--- config.mk ---
export PLATFORM = sky130hd
export DESIGN_NAME = commit_trace_buffer_flat
export DESIGN_NICKNAME = d
export VERILOG_FILES = /design/src/rtl/commit_trace_if.sv /design/src/rtl/commit_trace_buffer.sv /design/src/flat_wrapper.sv
export SDC_FILE = /design/constraint.sdc
export NUM_CORES = 1
export LEC_CHECK = 0
export ABC_AREA = 1
export ABC_CLOCK_PERIOD_IN_PS = 7750
export CAP_MARGIN = 40
export CORE_ASPECT_RATIO = 0.7
export CORE_MARGIN = 2
export CORE_UTILIZATION = 40
export CTS_CLUSTER_DIAMETER = 60
export DETAILED_ROUTE_END_ITERATION = 7
export DONT_BUFFER_PORTS = 1
export HOLD_SLACK_MARGIN = 0.05
export PLACE_DENSITY = 0.65
export SETUP_SLACK_MARGIN = 0.4
export SYNTH_ARGS = -nofsm -noshare
export SYNTH_HDL_FRONTEND = slang
export SYNTH_SLANG_ARGS = --single-unit
--- constraint.sdc ---
create_clock -name clk -period 7.75 [get_ports clk]
set_clock_uncertainty 0.1 [all_clocks]
set_input_delay 0.775 -clock clk [delete_from_list [all_inputs] [get_ports clk]]
set_output_delay 0.775 -clock clk [all_outputs]
set_load 0.005 [all_outputs]
--- src/rtl/commit_trace_if.sv ---
// Commit-stream / trace-sink signal bundle for commit_trace_buffer.
// Carries trace_cycle only when TRACE_TIMESTAMP_EN is defined.
interface commit_trace_if #(
  parameter int CNT_W = 32
);
  logic             commit_valid;
  logic [31:0]      commit_pc;
  logic [31:0]      commit_instr;
  logic             wb_wreg;
  logic [4:0]       wb_wd;
  logic [31:0]      wb_wdata;
  logic             trace_valid;
  logic             trace_ready;
  logic [31:0]      trace_pc;
  logic [31:0]      trace_instr;
  logic             trace_wen;
  logic [4:0]       trace_wd;
  logic [31:0]      trace_wdata;
  logic             commit_stall;
  logic             overflow;
  logic [15:0]      drop_cnt;
  logic [CNT_W-1:0] retired_cnt;
`ifdef TRACE_TIMESTAMP_EN
  logic [63:0]      trace_cycle;
`endif

  modport master (
    output commit_valid, commit_pc, commit_instr, wb_wreg, wb_wd, wb_wdata, trace_ready,
    input  trace_valid, trace_pc, trace_instr, trace_wen, trace_wd, trace_wdata,
    input  commit_stall, overflow, drop_cnt, retired_cnt
`ifdef TRACE_TIMESTAMP_EN
    , input trace_cycle
`endif
  );

  modport slave (
    input  commit_valid, commit_pc, commit_instr, wb_wreg, wb_wd, wb_wdata, trace_ready,
    output trace_valid, trace_pc, trace_instr, trace_wen, trace_wd, trace_wdata,
    output commit_stall, overflow, drop_cnt, retired_cnt
`ifdef TRACE_TIMESTAMP_EN
    , output trace_cycle
`endif
  );
endinterface

--- src/rtl/commit_trace_buffer.sv ---
// Queues WB-stage commits as trace entries and drains them to the trace sink.
// Optional TRACE_TIMESTAMP_EN adds a per-entry 64-bit cycle stamp on trace_cycle.
module commit_trace_buffer #(
  parameter int DEPTH        = 8,
  parameter int STALL_MARGIN = 2,
  parameter int CNT_W        = 32
) (
  input logic          clk,
  input logic          rst,
  commit_trace_if.slave bus
);
  localparam int AW = $clog2(DEPTH);
  localparam logic [AW:0] FULL_OCC = (AW+1)'(DEPTH);
  localparam logic [AW:0] STALL_TH = (AW+1)'(DEPTH - STALL_MARGIN);

  typedef struct packed {
`ifdef TRACE_TIMESTAMP_EN
    logic [63:0] cyc;
`endif
    logic [31:0] pc;
    logic [31:0] instr;
    logic        wen;
    logic [4:0]  wd;
    logic [31:0] wdata;
  } entry_t;

  entry_t           mem_q [DEPTH];
  entry_t           mem_d [DEPTH];
  logic [AW-1:0]    rd_ptr_q, rd_ptr_d, wr_ptr_q, wr_ptr_d;
  logic [AW:0]      occ_q, occ_d;
  logic             stall_q, stall_d;
  logic             overflow_q, overflow_d;
  logic [15:0]      drop_cnt_q, drop_cnt_d;
  logic [CNT_W-1:0] retired_cnt_q, retired_cnt_d;
`ifdef TRACE_TIMESTAMP_EN
  logic [63:0]      cycle_q, cycle_d;
`endif

  logic   valid, full, push, pop, drop;
  entry_t new_e, head_e;

  assign valid = (occ_q != '0);
  assign full  = (occ_q == FULL_OCC);
  assign pop   = valid && bus.trace_ready;
  assign push  = bus.commit_valid && (!full || pop);
  assign drop  = bus.commit_valid && full && !pop;

  always_comb begin
    new_e       = '0;
`ifdef TRACE_TIMESTAMP_EN
    new_e.cyc   = cycle_q;
`endif
    new_e.pc    = bus.commit_pc;
    new_e.instr = bus.commit_instr;
    new_e.wen   = bus.wb_wreg && (bus.wb_wd != 5'd0);
    new_e.wd    = bus.wb_wd;
    new_e.wdata = bus.wb_wdata;
  end

  always_comb begin
    mem_d         = mem_q;
    rd_ptr_d      = rd_ptr_q;
    wr_ptr_d      = wr_ptr_q;
    occ_d         = occ_q;
    overflow_d    = overflow_q;
    drop_cnt_d    = drop_cnt_q;
    retired_cnt_d = retired_cnt_q;
`ifdef TRACE_TIMESTAMP_EN
    cycle_d       = cycle_q + 64'd1;
`endif
    if (push) begin
      mem_d[wr_ptr_q] = new_e;
      wr_ptr_d        = wr_ptr_q + AW'(1);
      retired_cnt_d   = retired_cnt_q + CNT_W'(1);
    end
    if (pop) rd_ptr_d = rd_ptr_q + AW'(1);
    case ({push, pop})
      2'b10:   occ_d = occ_q + (AW+1)'(1);
      2'b01:   occ_d = occ_q - (AW+1)'(1);
      default: occ_d = occ_q;
    endcase
    if (drop) begin
      overflow_d = 1'b1;
      if (drop_cnt_q != 16'hFFFF) drop_cnt_d = drop_cnt_q + 16'd1;
    end
    // Registered so the pipeline sees a clean flop; the margin covers the one-cycle lag.
    stall_d = (occ_d >= STALL_TH);
  end

  always_ff @(posedge clk) begin
    if (rst) begin
      rd_ptr_q      <= '0;
      wr_ptr_q      <= '0;
      occ_q         <= '0;
      stall_q       <= 1'b0;
      overflow_q    <= 1'b0;
      drop_cnt_q    <= '0;
      retired_cnt_q <= '0;
`ifdef TRACE_TIMESTAMP_EN
      cycle_q       <= '0;
`endif
    end else begin
      rd_ptr_q      <= rd_ptr_d;
      wr_ptr_q      <= wr_ptr_d;
      occ_q         <= occ_d;
      stall_q       <= stall_d;
      overflow_q    <= overflow_d;
      drop_cnt_q    <= drop_cnt_d;
      retired_cnt_q <= retired_cnt_d;
`ifdef TRACE_TIMESTAMP_EN
      cycle_q       <= cycle_d;
`endif
    end
  end

  // Storage needs no reset: occupancy gates every read.
  always_ff @(posedge clk) begin
    mem_q <= mem_d;
  end

  assign head_e = valid ? mem_q[rd_ptr_q] : '0;

  assign bus.trace_valid  = valid;
  assign bus.trace_pc     = head_e.pc;
  assign bus.trace_instr  = head_e.instr;
  assign bus.trace_wen    = head_e.wen;
  assign bus.trace_wd     = head_e.wd;
  assign bus.trace_wdata  = head_e.wdata;
  assign bus.commit_stall = stall_q;
  assign bus.overflow     = overflow_q;
  assign bus.drop_cnt     = drop_cnt_q;
  assign bus.retired_cnt  = retired_cnt_q;
`ifdef TRACE_TIMESTAMP_EN
  assign bus.trace_cycle  = head_e.cyc;
`endif
endmodule

--- src/flat_wrapper.sv ---
// flat-port wrapper written by rule: the top's interface ports become plain ports
module commit_trace_buffer_flat 
#(
  parameter int DEPTH        = 8,
  parameter int STALL_MARGIN = 2,
  parameter int CNT_W        = 32
)
  (clk, rst, bus_commit_valid, bus_commit_pc, bus_commit_instr, bus_wb_wreg, bus_wb_wd, bus_wb_wdata, bus_trace_ready, bus_trace_valid, bus_trace_pc, bus_trace_instr, bus_trace_wen, bus_trace_wd, bus_trace_wdata, bus_commit_stall, bus_overflow, bus_drop_cnt, bus_retired_cnt);
  commit_trace_if #(.CNT_W(CNT_W)) bus_i ();
  input logic clk;
  input logic rst;
  input wire logic [$bits(bus_i.commit_valid)-1:0] bus_commit_valid;
  input wire logic [$bits(bus_i.commit_pc)-1:0] bus_commit_pc;
  input wire logic [$bits(bus_i.commit_instr)-1:0] bus_commit_instr;
  input wire logic [$bits(bus_i.wb_wreg)-1:0] bus_wb_wreg;
  input wire logic [$bits(bus_i.wb_wd)-1:0] bus_wb_wd;
  input wire logic [$bits(bus_i.wb_wdata)-1:0] bus_wb_wdata;
  input wire logic [$bits(bus_i.trace_ready)-1:0] bus_trace_ready;
  output wire logic [$bits(bus_i.trace_valid)-1:0] bus_trace_valid;
  output wire logic [$bits(bus_i.trace_pc)-1:0] bus_trace_pc;
  output wire logic [$bits(bus_i.trace_instr)-1:0] bus_trace_instr;
  output wire logic [$bits(bus_i.trace_wen)-1:0] bus_trace_wen;
  output wire logic [$bits(bus_i.trace_wd)-1:0] bus_trace_wd;
  output wire logic [$bits(bus_i.trace_wdata)-1:0] bus_trace_wdata;
  output wire logic [$bits(bus_i.commit_stall)-1:0] bus_commit_stall;
  output wire logic [$bits(bus_i.overflow)-1:0] bus_overflow;
  output wire logic [$bits(bus_i.drop_cnt)-1:0] bus_drop_cnt;
  output wire logic [$bits(bus_i.retired_cnt)-1:0] bus_retired_cnt;
  assign bus_i.commit_valid = bus_commit_valid;
  assign bus_i.commit_pc = bus_commit_pc;
  assign bus_i.commit_instr = bus_commit_instr;
  assign bus_i.wb_wreg = bus_wb_wreg;
  assign bus_i.wb_wd = bus_wb_wd;
  assign bus_i.wb_wdata = bus_wb_wdata;
  assign bus_i.trace_ready = bus_trace_ready;
  assign bus_trace_valid = bus_i.trace_valid;
  assign bus_trace_pc = bus_i.trace_pc;
  assign bus_trace_instr = bus_i.trace_instr;
  assign bus_trace_wen = bus_i.trace_wen;
  assign bus_trace_wd = bus_i.trace_wd;
  assign bus_trace_wdata = bus_i.trace_wdata;
  assign bus_commit_stall = bus_i.commit_stall;
  assign bus_overflow = bus_i.overflow;
  assign bus_drop_cnt = bus_i.drop_cnt;
  assign bus_retired_cnt = bus_i.retired_cnt;
  commit_trace_buffer #(.DEPTH(DEPTH), .STALL_MARGIN(STALL_MARGIN), .CNT_W(CNT_W)) u_core (.clk(clk), .rst(rst), .bus(bus_i));
endmodule
==> results of run 1 <==
## logic make-up (layout without fill, tap and decap cells)
kind of cell               Yosys count  after routing
xor gates and xnor gates            13             13
other                                0              2
and+or+nand+nor                   1023           1023
buffers and inverters              251            361
adders and majority gates            7              7
AOI/OAI and AO/OA                  777            777
DFF                                876            876
## power by group
group	total [mW]	internal, mW	switching (mW)
combinational	2.88	0.811	2.07
clock	3.89	2.12	1.77
sequential	5.46	5.38	0.0865
total	12.2	8.31	3.93
## metal layers
| layer | vias up | global-route usage [%] |
|---|---|---|
| met4 | 12 | 3.873 |
| met1 | 10750 | 25.72 |
| met2 | 624 | 27.37 |
| met5 | - | 0 |
| met3 | 101 | 5.353 |
| li1 | 10582 | - |
## Yosys cell counts (all sizes together)
cell type / n
o21ai: 635
buf: 83
inv: 70
xnor2: 3
xor2: 10
nand4: 8
nand3: 29
nand2: 155
or2: 1
a21oi: 35
edfxtp: 816
nor3: 9
o21a: 3
nor3b: 4
o21bai: 1
dfxtp: 60
ha: 7
clkinv: 2
clkbuf: 96
or4: 1
nor2: 816
a31oi: 103
## critical path, cell delays in order (launching register included)
cell and delay (ns):
dfxtp_4 0.53, inv_8 0.65, buf_12 0.55, o21ai_0 0.19, o21ai_0 0.14, o21ai_0 0.10, a31oi_1 0.53
## final timing paths
check | start | slack, ns | end
worst max-delay path | u_core.rd_ptr_q[0]$_SDFFE_PP0P_ | 3.15 | bus_trace_pc[7]
worst min-delay path | rst | 0.11 | u_core.bus.retired_cnt[26]$_SDFFE_PP0P_
worst max register to register | u_core.occ_q[1]$_SDFF_PP0_ | 4.22 | u_core.mem_q[758]$_DFFE_PP_
worst min register to register | u_core.wr_ptr_q[0]$_SDFFE_PP0P_ | 0.39 | u_core.wr_ptr_q[0]$_SDFFE_PP0P_
## cell type report
type                            instances  area share, %
Inverter                               72         0.7166
Timing Repair Buffer                  137          3.790
Tap cell                             1150          3.614
Clock inverter                         51          1.087
Clock buffer                          101          5.444
Sequential cell                       876          64.59
Antenna cell                            2        0.01257
Multi-Input combinational cell       1820          20.75
## flip-flops by register name (all words and copies together) (netlist names)
signal                   flops
u_core.wr_ptr_q              3
u_core.bus.drop_cnt         16
u_core.bus.overflow          1
u_core.occ_q                 4
u_core.mem_q               816
u_core.bus.retired_cnt      32
u_core.bus.commit_stall      1
u_core.rd_ptr_q              3
## layout by cell type, fill, tap and decap left out, types with 11 or more instances in the layout
master	Yosys	routed
a21oi_1	34	34
a31oi_1	103	103
buf_4	8	29
clkbuf_1	95	16
clkbuf_16	0	84
clkinv_1	2	23
clkinv_2	0	11
dfxtp_1	60	58
dlygate4sd3_1	0	94
edfxtp_1	816	816
inv_1	68	67
nand2_1	151	150
nand3_1	28	28
nor2_1	810	802
o21ai_0	501	501
o21ai_1	134	134
## per-stage QoR
step | cells | instance area, sq um | total power, mW
final | 4209 | 39810 | 12.23
after detailed placement | 3960 | 36250 | 8.391
after global routing | 4208 | 39810 | 12.89
after global placement | 3949 | 35950 | 8.329
after CTS | 4205 | 39780 | 12.36
after floorplan | 2947 | 35120 | 7.633
==> results.py, run 1 <==
metrics = {
    "sta": {
        "final_hold_viol_count": 0,
        "timing.final.ws_setup_ns": 3.155,
        "worst_pin_slew_ns": 1.226,
        "min_period_over_period_pct": 59.30,
        "rsz0062_at_grt": "false",
        "finalSetupViolCount": 0,
        "maxSlewHeadroom_pct": 18.27,
        "fin_hold_ws_ns": 0.1067,
        "fin_crit_ns": 4.595,
        "maxSlewViolCount": 0,
        "fin_tns_setup_ns": 0,
        "max_freq_mhz": 217.6,
    },
    "power": {
        "powerDensity_nw_per_um2": 307.3,
        "power_leakage_nw": 12.96,
        "ir_drop_mv": 0.1832,
    },
    "floorplanning": {
        "die_w_um": 358.2,
        "design.die.area_sq_um": 90240,
        "num_rows": 90,
        "initial_core_util_pct": 40.56,
        "ios": 259,
        "die_h_um": 251.9,
        "core_sq_um": 86600,
    },
    "yosys": {
        "yosys.area.top_type": "edfxtp_1",
        "synth_top_area_share_pct": 69.76,
        "syn_inst": 2947,
        "synth-adder-area-share_pct": 0.2493,
        "ys_seq_area_share_pct": 73.18,
        "syn_area_sq_um": 35120,
        "syn_avg_cell_area_sq_um": 11.92,
        "synth_nets": 3060,
        "yosys.area_share.simple_pct": 11.27,
        "muxShareOfSynthArea_pct": 0,
        "synth_compound_area_share_pct": 11.48,
        "synth_xor_area_share_pct": 0.3242,
        "yosys_warnings": 0,
        "synth_cell_types": 33,
        "synth.area.top_cells": "edfxtp_1, nor2_1, o21ai_0, dfxtp_1, o21ai_1",
        "ys_ff_latch": 876,
        "synth_top_family_by_area": "compound AO/OA/AOI/OAI gates",
    },
    "setup_path": {
        "critPathRequiredTime_ns": 6.88,
        "cp-end-kind": "output port",
        "arrival_ns": 3.72,
        "critPathMaxFanout": 202,
        "start_kind": "flip-flop",
        "criticalPathCategory": "reg2out",
        "ff2ff_path_depth": 8,
    },
    "global_route": {
        "antenna_found_initial": 10,
        "grt_start_max_net_pins": 206,
        "grt_use_total_pct": 18.06,
        "grt_pass1_wl_um": 125400,
        "grt_pass1_vias": 20661,
        "gr-total-overflow": 0,
    },
    "job": {
        "cap_violations": 0,
    },
    "hold_path": {
        "hold_class": "in2reg",
        "hold_depth": 1,
    },
    "clocking": {
        "cts_inserted_buffers": 84,
        "cts-resized-gates": 0,
        "h-tree-depth": 3,
        "post-cts-setup-buffers": 0,
        "hold_buffers": 93,
        "clk_path_buf_depth": 3,
        "cts_sinks": 876,
        "cts_tree": "yes",
        "cts.reportedPaths.clkPinSlew_ns": 0.06,
        "clk_latency_ns": 0.65,
        "cts_root_buffer": "clkbuf_16",
    },
    "run_status": {
        "outcome": "completed",
    },
    "cells_and_area": {
        "post-route-util_pct": 45.97,
        "final_nets": 3104,
        "area_growth_pct": 13.34,
        "layout-drive-gt1-share_pct": 6.052,
        "regArea_sq_um": 25710,
        "multi_input_area_sq_um": 8259,
        "fillers": 7720,
    },
    "detailed_routing": {
        "routedLengthMet1_um": 37690,
        "via_count": 22069,
        "wl_um": 82610,
        "drt_iter0_drc": 2107,
        "avgViaCountPerCell": 5.243,
        "dr_wl_met2_um": 37140,
        "top_layer": "met5",
        "remaining_drc_errors": 0,
        "wl_met3_um": 6612,
        "first_pass_iters": 8,
        "routedWlPerCell_um": 19.63,
        "ant_nets": 0,
    },
    "placed_design": {
        "io_buffers": 0,
        "routabilityCongestion": 0.8958,
        "hpwl_um": 43330,
        "post-place-ws_ns": 3.870,
    },
}
No activity file was read; power rests on OpenSTA's default activity.
==> run 2, diff against run 1 <==
--- a/config.mk
+++ b/config.mk
@@ -6,7 +6,7 @@
 export NUM_CORES = 1
 export LEC_CHECK = 0
 export ABC_AREA = 1
-export ABC_CLOCK_PERIOD_IN_PS = 7750
+export ABC_CLOCK_PERIOD_IN_PS = 4400
 export CAP_MARGIN = 40
 export CORE_ASPECT_RATIO = 0.7
 export CORE_MARGIN = 2
==> constraint.sdc (replaced) <==
create_clock -name clk -period 4.4 [get_ports clk]
set_clock_uncertainty 0.1 [all_clocks]
set_input_delay 0.44 -clock clk [delete_from_list [all_inputs] [get_ports clk]]
set_output_delay 0.44 -clock clk [all_outputs]
set_load 0.005 [all_outputs]
==> run 2 against run 1 <==
Sequential share of layout area is 0.64 points lower. First-iteration DRC count increased by 11%. Clock-buffer cell count is 1 lower. Critical path depth fell by 1. Wire length is 2.0% lower. Die area is the same. Sequential cell count did not move. Register-to-register slack worse by 3.0 ns. Cell area increased by 1.0%. Critical path type unchanged.
==> results.py, run 2 (synthesized netlist as in run 1, its figures left out) <==
metrics = {
    "sta": {
        "fin_tns_setup_ns": 0,
        "finalSetupViolCount": 0,
        "max_freq_mhz": 292.3,
        "fin_crit_ns": 3.422,
        "worst_pin_slew_ns": 1.084,
        "rsz0062_at_grt": "false",
        "min_period_over_period_pct": 77.76,
        "final_hold_viol_count": 0,
        "maxSlewHeadroom_pct": 27.73,
        "maxSlewViolCount": 0,
    },
    "global_route": {
        "grt_pass1_vias": 20738,
        "grt_use_total_pct": 17.60,
        "grt_start_max_net_pins": 183,
        "antenna_found_initial": 10,
        "grt_pass1_wl_um": 123600,
        "gr-total-overflow": 0,
    },
    "clocking": {
        "cts_tree": "yes",
        "cts_root_buffer": "clkbuf_16",
        "clk_path_buf_depth": 3,
        "cts_sinks": 876,
        "cts_inserted_buffers": 85,
        "clk_latency_ns": 0.67,
        "h-tree-depth": 3,
        "cts.reportedPaths.clkPinSlew_ns": 0.06,
    },
    "setup_path": {
        "cp-end-kind": "output port",
        "start_kind": "flip-flop",
        "critPathMaxFanout": 182,
        "critPathRequiredTime_ns": 3.86,
        "arrival_ns": 2.88,
        "criticalPathCategory": "reg2out",
    },
    "cells_and_area": {
        "final_nets": 3121,
        "largest_register": "u_core.mem_q",
        "layout_commonest_cell": "edfxtp_1",
        "layout-drive-gt1-share_pct": 6.333,
        "fillers": 7576,
        "area_growth_pct": 14.47,
        "regArea_sq_um": 25710,
        "multi_input_area_sq_um": 8259,
        "post-route-util_pct": 46.43,
        "final_area_sq_um": 40210,
        "largest_reg_flops": 816,
        "layout_common_cells": "edfxtp_1, nor2_1, o21ai_0",
    },
    "placed_design": {
        "routabilityCongestion": 0.8282,
        "dpl_cell_area_sq_um": 36360,
        "hpwl_um": 43450,
        "io_buffers": 0,
    },
    "power": {
        "power.total_mw": 22.11,
        "power_leakage_nw": 13.13,
        "powerDensity_nw_per_um2": 550.0,
        "ir_drop_mv": 0.3746,
    },
    "floorplanning": {
        "ios": 259,
        "initial_core_util_pct": 40.56,
        "die_w_um": 358.2,
        "design.die.area_sq_um": 90240,
        "num_rows": 90,
        "die_h_um": 251.9,
        "core_sq_um": 86600,
    },
    "hold_path": {
        "hold_class": "in2reg",
    },
    "detailed_routing": {
        "remaining_drc_errors": 0,
        "drt_iter0_drc": 2349,
        "ant_nets": 0,
        "via_count": 22270,
        "first_pass_iters": 5,
        "routedWlPerCell_um": 19.13,
        "avgViaCountPerCell": 5.261,
        "wl_um": 80970,
    },
    "job": {
        "cap_violations": 0,
    },
    "run_status": {
        "outcome": "completed",
    },
}
## run 2: changes by cell type in the layout (fill, tap and decap cells not counted), moves of 3 or more
cell           before  now
buf_12              3   23
buf_16             10    2
buf_4              29   21
bufinv_16           3    8
clkinvlp_4          7    4
dlygate4sd3_1      94  106
inv_6               2    5
## run 2: final timing paths
path / slack (ns) / cells past startpoint / from / end
setup / recovery: 0.98 / 5 / u_core.rd_ptr_q[0]$_SDFFE_PP0P_ / bus_trace_wd[1]
hold / removal: 0.14 / 5 / bus_trace_ready / u_core.bus.overflow$_SDFFE_PP0P_
hold reg to reg: 0.40 / 2 / u_core.wr_ptr_q[0]$_SDFFE_PP0P_ / u_core.wr_ptr_q[0]$_SDFFE_PP0P_
setup reg to reg: 1.26 / 8 / u_core.occ_q[0]$_SDFF_PP0_ / u_core.mem_q[732]$_DFFE_PP_
## run 2: final cells by class
cell class / count / share of cell area, %
Tap cell: 1150 / 3.579
Clock inverter: 58 / 1.388
Multi-Input combinational cell: 1820 / 20.54
Sequential cell: 876 / 63.95
Inverter: 72 / 0.7095
Timing Repair Buffer: 153 / 4.351
Clock buffer: 100 / 5.455
Antenna cell: 4 / 0.02490
## run 2: repair_timing
action / CTS / global route
hold endpoints to repair: 852 / 0
hold buffers: 107 / 0
gates resized for setup: 0 / 0
setup buffers: 0 / 0
## run 2: critical path: stages (launching register included)
cell	delay (ns)
dfxtp_4	0.42
buf_12	0.41
o21ai_0	0.23
o21ai_1	0.18
o21ai_0	0.21
a31oi_1	0.35
## run 2: routing by layer
metal / global-route usage, % / part of all wire, % / up-vias
li1: - / - / 10627
met1: 25.05 / 45 / 10788
met2: 26.22 / 45 / 723
met3: 5.179 / 8.2 / 122
met4: 4.818 / 1.9 / 10
met5: 0 / 0.075 / -
## run 2: report_power, final
| group | leakage [nW] | internal, mW | switching [mW] |
|---|---|---|---|
| clock network | 1.33 | 4.07 | 3.17 |
| registers | 7.90 | 9.47 | 0.118 |
| logic | 3.90 | 1.54 | 3.75 |
## run 2: metrics by stage
stage / hold WS, ns / setup WS, ns / cells
after global routing: 0.1702 / 0.7632 / 4233
after detailed placement: 0.3916 / 1.230 / 3964
after CTS: 0.09337 / 0.9455 / 4229
after global placement: 0.3705 / 1.268 / 3961
after floorplan: 0.3588 / 0.1036 / 2947
final: 0.1402 / 0.9784 / 4233
